$ cat config.mk
export PLATFORM = sky130hd
export DESIGN_NAME = bit_serial_adder_flat
export DESIGN_NICKNAME = d
export VERILOG_FILES = /design/src/rtl/bit_serial_adder_if.sv /design/src/rtl/bit_serial_adder.sv /design/src/flat_wrapper.sv
export SDC_FILE = /design/constraint.sdc
export NUM_CORES = 1
export LEC_CHECK = 0
export CAP_MARGIN = 20
export CORE_MARGIN = 5
export CORE_UTILIZATION = 48
export DETAILED_ROUTE_END_ITERATION = 10
export GPL_ROUTABILITY_DRIVEN = 1
export PLACE_DENSITY = 0.87
export SYNTH_ARGS = -nofsm -noshare
export SYNTH_HDL_FRONTEND = slang
export SYNTH_SLANG_ARGS = --single-unit
$ cat constraint.sdc
create_clock -name clk -period 1.4 [get_ports clk]
set_input_delay 0.28 -clock clk [delete_from_list [all_inputs] [get_ports clk]]
set_output_delay 0.28 -clock clk [all_outputs]
set_load 0.01 [all_outputs]
$ cat src/rtl/bit_serial_adder_if.sv
// Request/result bundle for bit_serial_adder.
// Optional ovf signal present only when SERIAL_ADD_OVF_EN is defined.
interface bit_serial_adder_if #(
   parameter int WIDTH = 4
);
   logic             start;
   logic [WIDTH-1:0] a;
   logic [WIDTH-1:0] b;
   logic             cin;
   logic             busy;
   logic             done;
   logic [WIDTH-1:0] sum;
   logic             cout;
`ifdef SERIAL_ADD_OVF_EN
   logic             ovf;

   modport master (output start, a, b, cin, input busy, done, sum, cout, ovf);
   modport slave  (input start, a, b, cin, output busy, done, sum, cout, ovf);
`else
   modport master (output start, a, b, cin, input busy, done, sum, cout);
   modport slave  (input start, a, b, cin, output busy, done, sum, cout);
`endif
endinterface

$ cat src/rtl/bit_serial_adder.sv
// Bit-serial adder: one full adder, LSB-first, WIDTH cycles per result.
// Define SERIAL_ADD_OVF_EN to add the signed-overflow output ovf.
module full_adder (
   input  logic x,
   input  logic y,
   input  logic z,
   output logic s,
   output logic c
);
   assign s = x ^ y ^ z;
   assign c = (x & y) | (z & (x ^ y));
endmodule

// state | meaning
// IDLE  | waiting for start
// SHIFT | one bit pair added per clock, busy=1
// DONE  | one-cycle done pulse; start here chains straight into SHIFT
module bit_serial_adder #(
   parameter int WIDTH = 4
) (
   input  logic               clk,
   input  logic               rst,
   bit_serial_adder_if.slave  bus
);
   localparam int CW = (WIDTH > 1) ? $clog2(WIDTH) : 1;
   localparam logic [CW-1:0] LAST = CW'(WIDTH - 1);

   typedef enum logic [1:0] {IDLE, SHIFT, DONE} state_t;

   state_t           state, state_nxt;
   logic [WIDTH-1:0] areg, breg, sum_q;
   logic             carry, cout_q;
   logic [CW-1:0]    cnt;
   logic             fa_s, fa_c;
   logic             accept;
   logic             busy_c, done_c;

   full_adder u_fa (
      .x (areg[0]),
      .y (breg[0]),
      .z (carry),
      .s (fa_s),
      .c (fa_c)
   );

   always_ff @(posedge clk or posedge rst) begin
      if (rst) state <= IDLE;
      else     state <= state_nxt;
   end

   always_comb begin
      state_nxt = state;
      accept    = 1'b0;
      busy_c    = 1'b0;
      done_c    = 1'b0;
      case (state)
         IDLE: begin
            if (bus.start) begin
               accept    = 1'b1;
               state_nxt = SHIFT;
            end
         end
         SHIFT: begin
            busy_c = 1'b1;
            if (cnt == LAST) state_nxt = DONE;
         end
         DONE: begin
            done_c = 1'b1;
            if (bus.start) begin
               accept    = 1'b1;
               state_nxt = SHIFT;
            end else begin
               state_nxt = IDLE;
            end
         end
         default: state_nxt = IDLE;
      endcase
   end

   always_ff @(posedge clk or posedge rst) begin
      if (rst) begin
         areg   <= '0;
         breg   <= '0;
         sum_q  <= '0;
         carry  <= 1'b0;
         cout_q <= 1'b0;
         cnt    <= '0;
      end else if (accept) begin
         areg  <= bus.a;
         breg  <= bus.b;
         carry <= bus.cin;
         cnt   <= '0;
         sum_q <= '0;
      end else if (state == SHIFT) begin
         sum_q <= {fa_s, sum_q[WIDTH-1:1]};
         carry <= fa_c;
         areg  <= areg >> 1;
         breg  <= breg >> 1;
         cnt   <= cnt + 1'b1;
         if (cnt == LAST) cout_q <= fa_c;
      end
   end

`ifdef SERIAL_ADD_OVF_EN
   logic ovf_q;

   // carry still holds the carry into the MSB on the final shift edge
   always_ff @(posedge clk or posedge rst) begin
      if (rst)                                ovf_q <= 1'b0;
      else if (state == SHIFT && cnt == LAST) ovf_q <= carry ^ fa_c;
   end

   assign bus.ovf = ovf_q;
`endif

   // busy/done decode the state register only, so no input reaches them
   assign bus.busy = busy_c;
   assign bus.done = done_c;
   assign bus.sum  = sum_q;
   assign bus.cout = cout_q;
endmodule

$ cat src/flat_wrapper.sv
// flat-port wrapper written by rule: the top's interface ports become plain ports
module bit_serial_adder_flat 
#(
   parameter int WIDTH = 4
)
  (clk, rst, bus_start, bus_a, bus_b, bus_cin, bus_busy, bus_done, bus_sum, bus_cout);
  bit_serial_adder_if #(.WIDTH(WIDTH)) bus_i ();
  input  logic clk;
  input  logic rst;
  input wire logic [$bits(bus_i.start)-1:0] bus_start;
  input wire logic [$bits(bus_i.a)-1:0] bus_a;
  input wire logic [$bits(bus_i.b)-1:0] bus_b;
  input wire logic [$bits(bus_i.cin)-1:0] bus_cin;
  output wire logic [$bits(bus_i.busy)-1:0] bus_busy;
  output wire logic [$bits(bus_i.done)-1:0] bus_done;
  output wire logic [$bits(bus_i.sum)-1:0] bus_sum;
  output wire logic [$bits(bus_i.cout)-1:0] bus_cout;
  assign bus_i.start = bus_start;
  assign bus_i.a = bus_a;
  assign bus_i.b = bus_b;
  assign bus_i.cin = bus_cin;
  assign bus_busy = bus_i.busy;
  assign bus_done = bus_i.done;
  assign bus_sum = bus_i.sum;
  assign bus_cout = bus_i.cout;
  bit_serial_adder #(.WIDTH(WIDTH)) u_core (.clk(clk), .rst(rst), .bus(bus_i));
endmodule
[Yosys cells after proc, flatten, opt, wreduce, memory -nomap -nowiden]
Cells that the tools add are included.
Storage, ports and cells
  bits in registers: 18
  bits of input ports: 12
  output and inout port bits: 7
  word-level logic and storage cells: 42
Operators by class
  $add $sub $neg: 1
  equal/unequal tests: 5
  mux-type cells: 18
  bitwise operators: 6
  reductions and logical operators: 5
Operator list (number)
  $mux 4: 6
  $mux 2: 4
  $mux 1: 7
  $pmux 2 s3: 1
  $eq 2x2->1 const B: 2
  $ne 2x2->1 const B: 2
  $reduce_and 3->1: 1
  $add 2x1->2 const B: 1
  $and 1x1->1: 2
  $eq 2x1->1 const B: 1
  $logic_not 2->1: 1
  $reduce_and 2->1: 1
  $reduce_bool 2->1: 1
  $reduce_or 2->1: 1
  $xor 1x1->1: 2
  $not 1->1: 1
  $or 1x1->1: 1

[Depth between registers and ports, before layout]
  depth after elaboration: 5
  depth in mapped cells: 6
  mapped depth without buffers: 4

[Cells and area by module]
From an unflattened synthesis, not the netlist that was laid out.
Unflattened totals
  cell total of the unflattened synthesis: 74
  area, all modules: 858.3 µm²
By module, submodules not included
  bit_serial_adder: instances 1, cells an instance 73, area an instance 838.3 µm², seq. area each 450.4 µm²
  full_adder: instances 1, cells an instance 1, area an instance 20.0 µm², seq. area each 0.0 µm²

[Worst setup path before layout]
No wires, ideal clock.
  path type: register -> register
  start: register u_core.state[1]
  end: register u_core.cnt[1]
  library setup time: 0.121 ns
  data arrival time: 1.057 ns
  data required time: 1.279 ns
  slack: 0.222 ns
  cell stages (with the launch flop): 7
  buffers on the path: 2
  period minus slack after synthesis: 1.178 ns
  cells stage by stage: dfrtp_1 -> buf_6 -> nand2b_4 -> buf_6 -> inv_8 -> nor2_4 -> a22o_2
Between the ends
  word-level cells in the longest chain between the ends: 4
  elaborated cells on any way between the ends: 7
  classes of those cells: 2 x eq/ne; 2 x mux; 3 x reduce/logical
RTL lines
  start, declared: line bit_serial_adder.sv:30  | state_t state, state_nxt;
  start signal, assigned: line bit_serial_adder.sv:48  | else state <= state_nxt;
  $eq 2x2->1 or $logic_not 2->1 (tied branches): line bit_serial_adder.sv:56  | case (state)
  $reduce_or 2->1 (no source line)
  $mux 1
  $mux 2 or $reduce_bool 2->1 (tied branches)
  end signal, assigned: line bit_serial_adder.sv:99  | cnt <= cnt + 1'b1;
  end, declared: line bit_serial_adder.sv:33  | logic [CW-1:0] cnt;
Parallel ways exist; a longest one is shown, timed or not.
A chain may end at the register's enable or synchronous reset.

[Worst setup path after layout]
  start: register u_core.state[0]
  end: output bus_busy
Between the ends
  word-level cells in the longest chain between the ends: 2
RTL lines
  $eq 2x1->1: line bit_serial_adder.sv:56
  $mux 1: line bit_serial_adder.sv:56
  end, declared: line flat_wrapper.sv:14  | output wire logic [$bits(bus_i.busy)-1:0] bus_busy;
Every way passes these cells.

==> flow_metrics.py <==
metrics = {
    "logic_synthesis": {
        "synth_edf_count": 0,
        "syn_inst": 71,
        "synth.avg_cell_area_um2": 12.1,
        "synth-compound-area-share_pct": 18.4,
        "synth_area_leaders": "dfrtp_1 52%, mux2_2 3.9%, a22o_2 3.5%, a22o_1 3.0%, o22ai_1 2.9%",
        "synthFlopType": "dfrtp_1",
        "synth_area_um2": 862,
        "yosysWarnings": 0,
        "synth_area_leader_cell": "dfrtp_1",
        "synth-seq-cells": 18,
        "synthSimpleGateAreaFrac_pct": 12.8,
        "synth_xor_area_share_pct": 0,
        "ys_top_cells_by_count": "18 x dfrtp_1, 5 x nor2_1, 4 x a21oi_1, 4 x inv_1, 4 x o22ai_1",
        "async_reset_ff_share_pct": 100,
        "yosys.area_share.adder_pct": 3.77,
        "netlist.area_leader.share_pct": 52.2,
        "synth_most_common_cell": "dfrtp_1",
        "ys_seq_area_share_pct": 52.2,
        "ys_types": 27,
        "syn_nets": 85,
        "synth.area.mux_share_pct": 6.24,
        "synth_top_family_by_area": "compound AO/OA/AOI/OAI gates",
    },
    "worst_setup_path": {
        "worstSetupPathType": "register to output pin",
        "required_ns": 1.12,
        "end_kind": "output pin",
        "startpoint_type": "register",
        "cp_max_fo": 3,
        "cp.arrival_ns": 1.06,
    },
    "route": {
        "vias": 650,
        "routed_wl_mm": 1.72,
        "viasPerCell": 5.04,
        "dr_wl_met3_um": 84,
        "met2_length_um": 855,
        "wl_per_cell_um": 13.3,
        "first_iter_violations": 3,
        "dr.pass1.iters": 4,
        "drtAntennaViolNets": 0,
        "drc_errors": 0,
        "met1_length_um": 732,
        "top_layer_used": "met4",
    },
    "cts": {
        "clk_path_buf_depth": 2,
        "cts-root-buf": "clkbuf_4",
        "cts_tree": "done",
        "clkTransAtPathRegs_ns": 0.10,
        "clkSinkCount": 18,
        "hold_buffers": 0,
        "htreeDepth": 1,
        "clk_latency_ns": 0.30,
        "cts_buffers": 3,
    },
    "cells_and_area": {
        "fin_nets": 119,
        "layoutNonFillerInstCount": 129,
        "drive_above_1_share_pct": 32.7,
        "syn_to_final_growth_pct": 36.0,
        "final_util_pct": 67.9,
        "diodes": 0,
    },
    "sta": {
        "tightest_slew_ns": 0.242,
        "fin_setup_tns_ns": 0,
        "slew_viol_final": 0,
        "fmax_mhz": 748,
        "fin_crit_sh_pct": 95.4,
        "period_minus_slack_ns": 1.34,
        "setup_ws_ns": 0.0638,
        "setup_violations": 0,
        "max_slew_margin_pct": 83.8,
        "clock_skew_ns": 0.00567,
        "final-hold-violation-count": 0,
        "rsz0062_at_grt": "false",
    },
    "floorplanning": {
        "rows": 15,
        "io_pins": 19,
        "dieWidth_um": 52.4,
        "die_y_um": 52.4,
        "core_area_um2": 1730,
        "start_util_pct": 49.9,
        "die-area_um2": 2740,
    },
    "power": {
        "power_density_nw_per_um2": 2230,
        "vdd_drop_max_uv": 1310,
        "p_leak_nw": 0.545,
    },
    "placement": {
        "place_congestion": 0.791,
        "hpwl_mm": 1.31,
        "pre_cts_ws_ns": 0.00542,
        "portBuffers": 18,
        "dp_cells": 119,
    },
    "global_route": {
        "grt_max_degree": 19,
        "gr-total-overflow": 0,
        "grt_pass1_vias": 715,
        "grt_pass1_wl_mm": 3.00,
        "antenna_found_initial": 0,
        "grt_usage_pct": 15.5,
    },
    "run": {
        "maxCapViolations": 0,
    },
    "min_path": {
        "hold_path_class": "input pin to async pin",
    },
    "status": {
        "status": "complete, no violations",
    },
}
==> power breakdown <==
group	total, mW	internal (mW)	switching (mW)	leakage, nW
combinational	1.40	0.748	0.651	0.303
sequential	0.904	0.765	0.140	0.221
clock	0.317	0.159	0.158	0.0210
==> through the flow <==
stage | total power [mW] | instance area, um^2 | hold WS (ns)
2_1_floorplan | 1.82 | 862 | 0.219
3_3_place_gp | 2.19 | 1100 | 0.491
3_5_place_dp | 2.26 | 1100 | 0.490
4_1_cts | 2.62 | 1160 | 0.285
5_1_grt | 2.84 | 1170 | 0.321
6_report | 2.62 | 1170 | 0.284
==> worst max-delay path, cell delays in order, from the launching register on <==
cell and delay (ns):
dfrtp_1 0.40, buf_6 0.13, nand2b_4 0.09, inv_8 0.03
buf_2 0.13
==> registers in the layout (all words and copies together), names as in the netlist <==
name	cells
u_core.bus.cout	1
u_core.areg	4
u_core.state	2
u_core.cnt	2
u_core.breg	4
u_core.bus.sum	4
u_core.carry	1
==> path summary, 6_finish.rpt <==
path | from | to | slack (ns) | cells after the start
max | u_core.state[0] | bus_busy | 0.06 | 4
min | rst | u_core.bus.sum[0] | 0.28 | 3
max reg2reg | u_core.state[0] | u_core.areg[3] | 0.08 | 5
min reg2reg | u_core.cnt[0] | u_core.cnt[0] | 0.50 | 1
max in group asynchronous | rst | u_core.state[1] | 0.92 | 3
min in group clk | u_core.cnt[0] | u_core.cnt[0] | 0.50 | 1
==> logic make-up after synthesis <==
| kind of cell | Yosys count |
|---|---|
| adder cells (fa/ha/maj) | 2 |
| flip-flops | 18 |
| AO/OA/AOI/OAI | 21 |
| AND/OR/NAND/NOR | 17 |
| buffers and inverters | 8 |
| multiplexers | 5 |
==> timing repair <==
item                                    4_1_cts  5_1_grt
resized for setup                            13        1
cloned                                        0        0
buffers inserted                              5        1
endpoints found under the setup margin        7        1
hold endpoints to repair                      0        0
==> area by class of cell <==
type | count | area, um^2
inverters | 5 | 26.3
multi-input cells | 45 | 355
repair buffers | 32 | 273
flip-flops and latches | 18 | 450
fillers | 143 | 554
well taps | 25 | 31.3
clock buffers | 4 | 36.3
==> placed cells by master, fill, tap and decap left out, types with 2 or more instances in the layout <==
master	count
mux2i_1	2
dfrtp_1	18
nor3_1	3
buf_2	2
inv_1	4
clkdlybuf4s50_1	11
buf_4	13
nor2b_1	3
dlygate4sd2_1	5
a22o_1	3
o21ai_0	2
o22ai_1	4
a21oi_1	4
mux2_2	3
a22o_2	3
a211oi_1	2
nor2_1	5
clkbuf_4	3
==> layer usage <==
metal  track usage, %  vias up
li1                 -      324
met1             17.4      303
met2             26.4       17
met3             3.70        6
met4             8.94        0
met5                0        -
No activity file was read; power rests on OpenSTA's default activity.
